## config.mk

```make
export PLATFORM = sky130hd
export DESIGN_NAME = one_hot_sequencer
export DESIGN_NICKNAME = d
export VERILOG_FILES = /design/src/rtl/one_hot_sequencer.sv
export SDC_FILE = /design/constraint.sdc
export NUM_CORES = 1
export LEC_CHECK = 0
export ABC_AREA = 1
export BUFFER_PORTS_ARGS = -buffer_cell sky130_fd_sc_hd__clkbuf_2
export CORE_MARGIN = 3
export CORE_UTILIZATION = 45
export CTS_CLUSTER_DIAMETER = 120
export CTS_CLUSTER_SIZE = 20
export DETAILED_ROUTE_END_ITERATION = 16
export PLACE_DENSITY = 0.66
export SYNTH_ARGS = -nofsm -noshare
export SYNTH_HDL_FRONTEND = slang
export SYNTH_SLANG_ARGS = --single-unit
```

## constraint.sdc

```tcl
create_clock -name i_clk -period 1.75 [get_ports i_clk]
set_input_delay 0.2625 -clock i_clk [delete_from_list [all_inputs] [get_ports i_clk]]
set_output_delay 0.2625 -clock i_clk [all_outputs]
set_load 0.005 [all_outputs]
```

## src/rtl/one_hot_sequencer.sv

```systemverilog
// rtl/one_hot_sequencer.sv - registered one-hot selector with position register, stepping and auto-run
module one_hot_sequencer #(
   parameter  int WIDTH      = 8,
   parameter  int WRAP       = 1,
   parameter  int DWELL      = 4,
   localparam int ADDR_WIDTH = $clog2(WIDTH)
) (
   input  logic                  i_clk,
   input  logic                  i_rst_n,
   input  logic                  i_clear,
   input  logic                  i_load,
   input  logic [ADDR_WIDTH-1:0] iv_addr,
   input  logic                  i_step,
   input  logic                  i_dir,
   input  logic                  i_run,
   input  logic                  i_enable,
   output logic [WIDTH-1:0]      ov_output,
   output logic [ADDR_WIDTH-1:0] ov_addr,
   output logic                  o_valid,
   output logic                  o_wrap,
   output logic                  o_err
);

   // Dwell counter needs at least one bit even when DWELL is 1.
   localparam int CNT_W = (DWELL > 1) ? $clog2(DWELL) : 1;
   localparam logic [ADDR_WIDTH-1:0] LAST_POS = ADDR_WIDTH'(WIDTH - 1);
   localparam logic [CNT_W-1:0]      LAST_CNT = CNT_W'(DWELL - 1);

   typedef enum logic [1:0] {
      ST_IDLE   = 2'd0,
      ST_ACTIVE = 2'd1,
      ST_RUN    = 2'd2
   } state_t;

   state_t                  state_q, state_nx;
   logic [ADDR_WIDTH-1:0]   pos_q, pos_nx;
   logic [CNT_W-1:0]        cnt_q, cnt_nx;
   logic                    wrap_nx;
   logic                    err_nx;
   logic                    do_step;
   logic                    at_end;
   logic                    addr_ok;
   logic                    valid_nx;
   logic [WIDTH-1:0]        onehot_nx;

   // Loads beyond the lane count are rejected; compare against WIDTH, not 2**ADDR_WIDTH.
   assign addr_ok = (int'(iv_addr) < WIDTH);

   // Next state, position, dwell counter and event pulses, in clear > load > step/run priority.
   always_comb begin
      state_nx = state_q;
      pos_nx   = pos_q;
      cnt_nx   = cnt_q;
      wrap_nx  = 1'b0;
      err_nx   = 1'b0;
      do_step  = 1'b0;
      at_end   = 1'b0;

      if (i_clear) begin
         state_nx = ST_IDLE;
         pos_nx   = '0;
         cnt_nx   = '0;
      end else if (i_load) begin
         if (addr_ok) begin
            pos_nx   = iv_addr;
            cnt_nx   = '0;
            state_nx = i_run ? ST_RUN : ST_ACTIVE;
         end else begin
            err_nx = 1'b1;
         end
      end else begin
         case (state_q)
            ST_ACTIVE: begin
               if (i_run) begin
                  state_nx = ST_RUN;
                  cnt_nx   = '0;
               end else if (i_step) begin
                  do_step = 1'b1;
               end
            end
            ST_RUN: begin
               if (!i_run) begin
                  state_nx = ST_ACTIVE;
                  cnt_nx   = '0;
               end else if (cnt_q == LAST_CNT) begin
                  cnt_nx  = '0;
                  do_step = 1'b1;
               end else begin
                  cnt_nx = cnt_q + CNT_W'(1);
               end
            end
            default: begin
               state_nx = ST_IDLE;
            end
         endcase
      end

      if (do_step) begin
         at_end = i_dir ? (pos_q == '0) : (pos_q == LAST_POS);
         if (at_end) begin
            wrap_nx = 1'b1;
            if (WRAP != 0) begin
               pos_nx = i_dir ? LAST_POS : '0;
            end else if (state_q == ST_RUN) begin
               state_nx = ST_ACTIVE;
            end
         end else begin
            pos_nx = i_dir ? (pos_q - ADDR_WIDTH'(1)) : (pos_q + ADDR_WIDTH'(1));
         end
      end
   end

   // Decode the upcoming position into the gated one-hot bus.
   always_comb begin
      valid_nx  = (state_nx != ST_IDLE);
      onehot_nx = '0;
      for (int k = 0; k < WIDTH; k++) begin
         onehot_nx[k] = valid_nx & i_enable & (pos_nx == ADDR_WIDTH'(k));
      end
   end

   // Sequencer state: FSM state, position and dwell counter.
   always_ff @(posedge i_clk or negedge i_rst_n) begin
      if (!i_rst_n) begin
         state_q <= ST_IDLE;
         pos_q   <= '0;
         cnt_q   <= '0;
      end else begin
         state_q <= state_nx;
         pos_q   <= pos_nx;
         cnt_q   <= cnt_nx;
      end
   end

   // Output registers, one cycle after the causing edge.
   always_ff @(posedge i_clk or negedge i_rst_n) begin
      if (!i_rst_n) begin
         ov_output <= '0;
         o_valid   <= 1'b0;
         o_wrap    <= 1'b0;
         o_err     <= 1'b0;
      end else begin
         ov_output <= onehot_nx;
         o_valid   <= valid_nx;
         o_wrap    <= wrap_nx;
         o_err     <= err_nx;
      end
   end

   assign ov_addr = pos_q;

endmodule

```

==> results of run 1 <==
registers in the layout, summed over array words and instances (netlist names):
name,cells
state_q,2
cnt_q,2
ov_addr,3
ov_output,8
o_valid,1
o_wrap,1
stage by stage:
stage	setup WS (ps)	TNS, ps	instance area [um2]	hold WS, ps	cells
5_1_grt	-22.4	-39.5	1290	252	187
4_1_cts	53.3	0	1240	275	185
3_3_place_gp	84.2	0	1210	206	180
2_1_floorplan	150	0	1040	-33.1	128
3_5_place_dp	70.5	0	1210	215	180
6_report	110	0	1290	256	187
cell usage in the layout, fill, tap and decap left out, types with 2 or more instances in the layout:
cell,instances
nor2_1,15
nand2_4,5
inv_1,12
buf_4,5
a21oi_1,4
inv_2,4
nand2_1,29
nand2_2,6
dfrtp_1,16
nand3_1,8
clkbuf_4,3
nor2_2,5
nor2_4,2
clkbuf_2,23
o21ai_1,3
a21oi_2,4
tightest hold or removal path: cells and delay by family:
kind / cells / cell delay (ps)
buffers and inverters: 1 / 100
AND/OR/NAND/NOR: 2 / 160
layer usage:
metal	vias up	global-route usage [%]
li1	465	-
met1	436	21.7
met2	12	31.1
met3	4	4.43
met4	0	3.73
met5	-	0
final timing paths:
kind | start | to | cells past startpoint
setup / recovery | ov_addr[1] | ov_output[3] | 7
hold / removal | i_enable | ov_output[4] | 3
setup reg to reg | ov_addr[1] | ov_output[3] | 7
hold reg to reg | cnt_q[0] | cnt_q[0] | 1
max in group asynchronous | i_rst_n | ov_addr[1] | 2
min in group asynchronous | i_rst_n | ov_output[3] | 2
power by group through the flow:
stage | Clock [W] | Sequential, W | Combinational (W)
6_report | 0.000208 | 0.000415 | 0.000181
5_1_grt | 0.000234 | 0.000416 | 0.000206
4_1_cts | 0.000216 | 0.000414 | 0.000169
3_5_place_dp | 0 | 0.000422 | 0.000167
3_3_place_gp | 0 | 0.000422 | 0.000164
2_1_floorplan | 0 | 0.000423 | 0.000103
layout make-up:
type / instances / area, um2 / share of cell area, %
clock buffer: 3 / 22.5 / 1.75
tap: 27 / 33.8 / 2.62
inverter: 16 / 60.1 / 4.66
multi-input combinational: 94 / 578 / 44.9
sequential: 17 / 427 / 33.1
timing repair buffer: 29 / 163 / 12.6
clock inverter: 1 / 5.00 / 0.388
kinds of logic after synthesis:
group | Yosys count
buffers and inverters | 17
DFF | 17
other | 1
AOI/OAI and AO/OA | 16
adders and majority gates | 4
and+or+nand+nor | 73
what timing repair did:
action,4_1_cts,5_1_grt
endpoints found under the hold margin,17,0
hold buffers,1,0
setup endpoints to repair,0,8
gates resized for setup,0,7
setup buffers,0,2
==> results.sh, run 1 <==
export IMPL_syn_to_final_growth_pct=23.6
export IMPL_drt_wl_total_um=2240
export IMPL_worstSetupStartpointType="flop"
export IMPL_pwr_share_seq_pct=51.6
export IMPL_route_met3_wl_um=68
export IMPL_antenna_found_initial=0
export IMPL_synth_mux_area_share_pct=0
export IMPL_intPower_w=0.000560
export IMPL_leakage_nw=0.696
export IMPL_synth_avg_cell_area_um2=8.14
export IMPL_fmax_mhz=610
export IMPL_cp_top_family="adder cells"
export IMPL_first_pass_iters=4
export IMPL_routed_via_count=917
export IMPL_start_util_pct=50.1
export IMPL_cts_clk_slew_worst_paths_ps=100
export IMPL_drt_iter0_drc=11
export IMPL_slew_violations=0
export IMPL_antenna_cells=0
export IMPL_power_density_mw_per_mm2=624
export IMPL_path_class="flop to flop"
export IMPL_grt_overflow_total=0
export IMPL_ys_async_sr_fraction_pct=100
export IMPL_dieArea_mm2=0.00293
export IMPL_ant_nets=0
export IMPL_synth_common_cells="nand2_1 (29), dfrtp_1 (17), nor2_1 (17), inv_1 (12), nand3_1 (8)"
export IMPL_hp_class="input port to flop"
export IMPL_cts_sinks=17
export IMPL_synth_edf_count=0
export IMPL_synth_top_area_share_pct=40.8
export IMPL_path_cells="fa_1, inv_1, a21oi_2, nand2_4, a21oi_2, nand2_1, nor2_1"
export IMPL_fillers=190
export IMPL_tritoncts="built"
export IMPL_arrival_ps=1860
export IMPL_synth_top_family_by_area="simple AND/OR/NAND/NOR gates"
export IMPL_clock_latency_ps=290
export IMPL_grt_max_degree=18
export IMPL_cts_buffers=3
export IMPL_drive_gt1_share_pct=40.6
export IMPL_syn_area_mm2=0.00104
export IMPL_cp_end_kind="flop"
export IMPL_fp_dieW_um=54.1
export IMPL_crit_buf_inv=1
export IMPL_ys_seq_elements=17
export IMPL_die_y_um=54.1
export IMPL_maxCapViolations=0
export IMPL_synthCells=128
export IMPL_comb_power_share_pct=22.5
export IMPL_clock_tree_root_cell="clkbuf_4"
export IMPL_drcViolationCount=0
export IMPL_grt_pass1_vias=916
export IMPL_clkPwrFrac_pct=25.9
export IMPL_grt_pass1_wl_um=3790
export IMPL_dp_hpwl_um=1780
export IMPL_r2r_slack_ps=110
export IMPL_gp_routability_congestion=0.802
export IMPL_ys_seq_area_share_pct=40.8
export IMPL_ios=25
export IMPL_crit_required_ps=1970
export IMPL_io_buffers=23
export IMPL_ir_drop_v=0.000468
export IMPL_yosysMostFrequentCell="nand2_1"
export IMPL_wl_met1_um=960
export IMPL_synth_simple_gate_area_share_pct=36.0
export IMPL_period_share_pct=93.7
export IMPL_total_power_w=0.000804
export IMPL_synth_warnings=0
export IMPL_fin_nets=176
export IMPL_track_usage_pct=17.7
export IMPL_ys_types=25
export IMPL_synth_xor_area_share_pct=0
export IMPL_rows=16
export IMPL_yosysTopAreaCell="dfrtp_1"
export IMPL_crit_path_max_incr_delay_ps=490
export IMPL_synth_area_leaders="dfrtp_1 (41%), nand2_1 (10%), nor2_1 (6.1%)"
export IMPL_synth_compound_area_share_pct=10.8
export IMPL_core_area_mm2=0.00208
export IMPL_report_final_hold_viol_count=0
export IMPL_synth_adder_area_share_pct=5.52
export IMPL_skew_ps=3.71
export IMPL_crit_top_cell="a21oi_2"
export IMPL_vias_per_cell=4.90
export IMPL_fin_util_pct=61.9
export IMPL_wire_per_inst_um=12.0
export IMPL_path_max_fanout=4
export IMPL_setup_viol=0
export IMPL_swShare_pct=30.4
export IMPL_p_switching_w=0.000244
export IMPL_slowest_stage="fa_1"
export IMPL_route_top_layer_used="met4"
export IMPL_htreeDepth=1
export IMPL_clk_path_buf_depth=2
export IMPL_syn_nets=143
export IMPL_fin_crit_ps=1640
export IMPL_ys_flop_type="dfrtp_1"
export IMPL_status="finished clean"
export IMPL_wl_met2_um=1180
Power figures use the tool's default switching activity.
==> inputs of run 2 (changes only) <==
Settings changed: CORE_ASPECT_RATIO set to 1.75.
==> run 2 against run 1 <==
Effect of this change: maximum frequency is 3.0% lower; hold slack better by 28 ps; largest cell class unchanged; global-route usage is 1.6 points lower; critical path type unchanged.
==> results.sh, run 2 (same netlist as run 1, synthesis figures left out) <==
export IMPL_status="finished clean"
export IMPL_report_final_hold_viol_count=0
export IMPL_fin_setup_tns_ps=0
export IMPL_maxCapViolations=0
export IMPL_cts_buffers=3
export IMPL_path_max_fanout=7
export IMPL_first_pass_iters=2
export IMPL_slew_violations=0
export IMPL_gp_routability_congestion=0.800
export IMPL_arrival_ps=1910
export IMPL_clk_path_buf_depth=2
export IMPL_total_power_w=0.000802
export IMPL_antenna_cells=0
export IMPL_worstSetupStartpointType="flop"
export IMPL_vias_per_cell=4.89
export IMPL_tritoncts="built"
export IMPL_core_area_mm2=0.00215
export IMPL_rows=22
export IMPL_skew_ps=4.01
export IMPL_fp_dieW_um=42.4
export IMPL_drcViolationCount=0
export IMPL_grt_max_degree=18
export IMPL_grt_overflow_total=0
export IMPL_fin_nets=178
export IMPL_clock_latency_ps=280
export IMPL_clock_tree_root_cell="clkbuf_4"
export IMPL_fin_crit_ps=1690
export IMPL_grt_pass1_wl_um=3750
export IMPL_leakage_nw=0.699
export IMPL_largest_reg_flops=8
export IMPL_syn_to_final_growth_pct=24.7
export IMPL_ant_nets=0
export IMPL_cp_end_kind="flop"
export IMPL_final_cell_mix="nand2_1 (28), clkbuf_2 (23), nor2_1 (17), dfrtp_1 (17), inv_1 (11)"
export IMPL_dp_hpwl_um=1800
export IMPL_rsz0062_at_grt="true"
export IMPL_layout_commonest_cell="nand2_1"
export IMPL_die_y_um=69.7
export IMPL_ios=25
export IMPL_drive_gt1_share_pct=40.7
export IMPL_dpl_cell_area_mm2=0.00120
export IMPL_final_cell_area_mm2=0.00130
export IMPL_fmax_mhz=592
export IMPL_drt_wl_total_um=2250
export IMPL_setup_viol=0
export IMPL_path_cells="inv_2, ha_4, nor3_4, nand2_4, nor2_4, nand2_2, o21ai_4, nand2_1, nor2_1"
export IMPL_drt_iter0_drc=11
export IMPL_crit_path_max_incr_delay_ps=410
export IMPL_ir_drop_v=0.000335
export IMPL_fin_util_pct=60.5
export IMPL_dieArea_mm2=0.00295
export IMPL_hp_class="input port to flop"
export IMPL_routed_via_count=909
export IMPL_start_util_pct=48.5
export IMPL_track_usage_pct=16.1
export IMPL_slowest_stage="dfrtp_1"
export IMPL_crit_required_ps=1970
export IMPL_wire_per_inst_um=12.1
export IMPL_antenna_found_initial=0
export IMPL_grt_pass1_vias=891
export IMPL_io_buffers=23
export IMPL_htreeDepth=1
export IMPL_period_share_pct=96.6
export IMPL_cts_clk_slew_worst_paths_ps=90
export IMPL_power_density_mw_per_mm2=617
export IMPL_cts_sinks=17
export IMPL_regMostFlops="ov_output"
export IMPL_path_class="flop to flop"
run 2: where the power goes:
| part | switching [W] | internal (W) | leakage [nW] |
|---|---|---|---|
| registers | 0.00000962 | 0.000405 | 0.231 |
| clock network | 0.000112 | 0.0000885 | 0.0150 |
| logic | 0.000113 | 0.0000741 | 0.453 |
| total | 0.000235 | 0.000568 | 0.699 |
run 2: area by class of cell:
type                       instances  area (um2)
clock buffer                       4        26.3
fill                             218         847
inverter                          16        60.1
multi-input combinational         94         581
sequential                        17         425
tap                               24        30.0
timing repair buffer              31         178
run 2: timing repair:
item | CTS | global route
setup buffers | 0 | 4
hold buffers | 1 | 0
setup endpoints to repair | 4 | 8
gates resized for setup | 0 | 8
pin swaps | 1 | 11
hold endpoints to repair | 17 | 0
run 2: worst paths after layout:
kind                            startpoint           end  slack (ps)  depth (start not counted)
worst min-delay path              i_enable  ov_output[4]         280                          3
worst max-delay path            state_q[0]  ov_output[5]          60                          9
worst max register to register  state_q[0]  ov_output[5]          60                          9
max in group asynchronous          i_rst_n  ov_output[1]        1030                          2
min in group asynchronous          i_rst_n    state_q[0]         430                          2
worst min register to register    cnt_q[0]      cnt_q[0]         510                          1
run 2: through the flow:
step / instances / hold slack [ps] / setup slack [ps]
finish: 186 / 284 / 59.8
global route: 186 / 303 / -56.6
CTS: 182 / 286 / 5.09
detailed placement: 177 / 210 / -29.1
global placement: 177 / 203 / 45.2
floorplan: 128 / -33.1 / 150
run 2: critical path, delay by kind of cell, from the launching register on:
kind	cells	cell delay, ps
adder cells (fa/ha/maj)	1	200
buffers and inverters	1	80
flip-flops	1	410
AO/OA/AOI/OAI	1	90
AND/OR/NAND/NOR	6	820
run 2: routing by layer:
metal | wire [um] | up-vias | GRT usage, %
met5 | 0 | - | 0
met4 | 53 | 0 | 5.19
met3 | 70 | 6 | 2.60
met2 | 1350 | 17 | 30.9
met1 | 773 | 418 | 16.9
li1 | - | 468 | -
==> inputs of run 3 (changes only) <==
Settings changed: ABC_AREA 1 to not set.
==> run 3 against run 2 <==
Effect of this change: combinational power increased by 11%; the flow now finishes with violations (negative setup slack); sequential power shrank 1%; count of clock-buffer cells in the layout decreased by 1; sequential cell count stayed put; clock skew about the same; clock power rose by 9%; hold slack improved by 33 ps; total power up 4.2%; setup slack worse by 400 ps; routed wire length rose by 38%; largest cell class unchanged.
==> results.sh, run 3 <==
export IMPL_layout_commonest_cell="buf_4"
export IMPL_gp_routability_congestion=0.842
export IMPL_ys_types=41
export IMPL_slew_violations=0
export IMPL_path_cells="inv_2, ha_4, or3_4, a21o_1, or4_4, a211oi_4"
export IMPL_syn_area_mm2=0.00105
export IMPL_hp_class="input port to flop"
export IMPL_slowest_stage="or4_4"
export IMPL_cts_buffers=3
export IMPL_ir_drop_v=0.000602
export IMPL_synth_warnings=0
export IMPL_worstSetupStartpointType="flop"
export IMPL_synthCells=106
export IMPL_r2r_slack_ps=-340
export IMPL_ys_flop_type="dfrtp_1"
export IMPL_synth_top_area_share_pct=40.5
export IMPL_largest_reg_flops=8
export IMPL_fin_crit_ps=2090
export IMPL_cp_end_kind="flop"
export IMPL_routed_via_count=1081
export IMPL_setup_slack_ps=-341
export IMPL_synth_adder_area_share_pct=5.48
export IMPL_antenna_found_initial=0
export IMPL_vias_per_cell=5.97
export IMPL_min_delay_worst_endpoint="state_q[1]"
export IMPL_synth_compound_area_share_pct=22.2
export IMPL_hold_path_depth=3
export IMPL_cts_clk_slew_worst_paths_ps=100
export IMPL_path_class="flop to flop"
export IMPL_start_util_pct=48.9
export IMPL_cts_sinks=17
export IMPL_regMostFlops="ov_output"
export IMPL_ys_seq_elements=17
export IMPL_drt_wl_total_um=3110
export IMPL_failed_checks="negative setup slack"
export IMPL_rows=22
export IMPL_dieArea_mm2=0.00297
export IMPL_wire_per_inst_um=17.2
export IMPL_whs_ps=318
export IMPL_r2r_start="state_q[0]"
export IMPL_grt_pass1_vias=1070
export IMPL_fp_dieW_um=42.5
export IMPL_skew_ps=3.56
export IMPL_fmax_mhz=478
export IMPL_clk_path_buf_depth=2
export IMPL_synth_common_cells="dfrtp_1 (17), a211oi_1 (12), inv_1 (9), nor2_1 (6), a21oi_1 (5)"
export IMPL_syn_nets=121
export IMPL_path_max_fanout=4
export IMPL_reg2regPathDepth=6
export IMPL_yosysMostFrequentCell="dfrtp_1"
export IMPL_synth_mux_area_share_pct=4.17
export IMPL_grt_pass1_wl_um=4950
export IMPL_tritoncts="built"
export IMPL_maxCapViolations=0
export IMPL_synth_top_family_by_area="compound AO/OA/AOI/OAI gates"
export IMPL_power_density_mw_per_mm2=548
export IMPL_status="finished with violations"
export IMPL_fin_util_pct=71.2
export IMPL_io_buffers=23
export IMPL_htreeDepth=1
export IMPL_core_area_mm2=0.00215
export IMPL_drive_gt1_share_pct=51.0
export IMPL_syn_to_final_growth_pct=45.5
export IMPL_crit_required_ps=1970
export IMPL_yosysTopAreaCell="dfrtp_1"
export IMPL_die_y_um=69.9
export IMPL_track_usage_pct=21.3
export IMPL_ys_async_sr_fraction_pct=100
export IMPL_drt_iter0_drc=33
export IMPL_r2r_end="ov_output[5]"
export IMPL_rsz0062_at_grt="true"
export IMPL_final_cell_mix="buf_4 (27), clkbuf_2 (23), dfrtp_1 (17)"
export IMPL_worstHoldStart="i_clear"
export IMPL_drcViolationCount=0
export IMPL_setup_viol=10
export IMPL_synth_simple_gate_area_share_pct=19.7
export IMPL_synth_area_leaders="dfrtp_1 (41%), a211oi_1 (8.6%), ha_1 (3.6%)"
export IMPL_grt_overflow_total=0
export IMPL_leakage_nw=0.707
export IMPL_clock_tree_root_cell="clkbuf_4"
export IMPL_synth_avg_cell_area_um2=9.90
export IMPL_dp_hpwl_um=2150
export IMPL_clock_latency_ps=300
export IMPL_synth_xor_area_share_pct=0.834
export IMPL_antenna_cells=0
export IMPL_ys_seq_area_share_pct=40.5
export IMPL_fin_nets=173
export IMPL_ios=25
export IMPL_grt_max_degree=18
export IMPL_report_final_hold_viol_count=0
export IMPL_period_share_pct=119
export IMPL_ant_nets=0
export IMPL_first_pass_iters=4
export IMPL_synth_edf_count=0
export IMPL_arrival_ps=2310
export IMPL_crit_path_max_incr_delay_ps=560
## run 3: cell types whose count changed in the layout (fill, tap and decap cells not counted), moves of 5 or more
cell	delta
buf_4	+20
nand3_1	-5
nand2_1	-27
nand2_2	-8
nor2_1	-11
a211oi_2	+7
## run 3: layout make-up
class / instances / area [um2]
Inverter: 9 / 36.3
Sequential cell: 17 / 425
Multi-Input combinational cell: 73 / 644
Fill cell: 172 / 619
Clock buffer: 3 / 22.5
Timing Repair Buffer: 54 / 362
Clock inverter: 1 / 7.51
Tap cell: 24 / 30.0
## run 3: power by group
group | internal (W) | total, W | switching, W
clock network | 0.0000871 | 0.000220 | 0.000132
logic | 0.0000961 | 0.000207 | 0.000111
registers | 0.000402 | 0.000409 | 0.00000727
total | 0.000585 | 0.000836 | 0.000251
## run 3: routing by layer
layer	track usage (%)	wire [um]	up-vias	part of all wire, %
met2	37.4	1730	45	56
met1	24.5	1090	528	35
li1	-	-	495	-
met3	2.58	146	13	4.7
met4	10.7	138	0	4.4
met5	0	0	-	0
## run 3: worst max-delay path by stage
stage                     from           end
floorplan           state_q[0]  ov_output[4]
global placement    state_q[0]  ov_output[5]
detailed placement  state_q[0]  ov_output[5]
CTS                 state_q[0]  ov_output[4]
global route        state_q[0]  ov_output[4]
finish              state_q[0]  ov_output[5]
## run 3: cells by family (layout without fill, tap and decap cells)
logic type      count (synthesis)  in the layout
compound gates                 33             33
simple gates                   30             30
flops                          17             17
buf+inv                        16             67
fa+ha+maj                       4              4
mux                             4              4
other cells                     1              1
xor+xnor                        1              1
## run 3: what timing repair did
| item | in CTS | in global routing |
|---|---|---|
| endpoints found under the hold margin | 17 | 0 |
| setup endpoints to repair | 10 | 11 |
| hold buffers | 1 | 0 |
| setup buffers | 2 | 3 |
| pin swaps | 5 | 1 |
| gates resized for setup | 14 | 6 |
## run 3: stage by stage
stage               cells  worst slack, ps  power [W]  area [um2]  setup TNS [ps]
global placement      171             -375   0.000590        1370           -2790
floorplan             106             -373   0.000514        1070           -2380
global route          181             -394   0.000884        1530           -3420
CTS                   178             -287   0.000832        1480           -2440
finish                181             -341   0.000836        1530           -2740
detailed placement    171             -408   0.000596        1370           -3110
## run 3: worst max-delay path: cells and delay by family (launching register included)
kind	cells	cell delay, ps
AOI/OAI and AO/OA	2	440
DFF	1	410
and+or+nand+nor	2	890
adders and majority gates	1	200
buffers and inverters	1	70
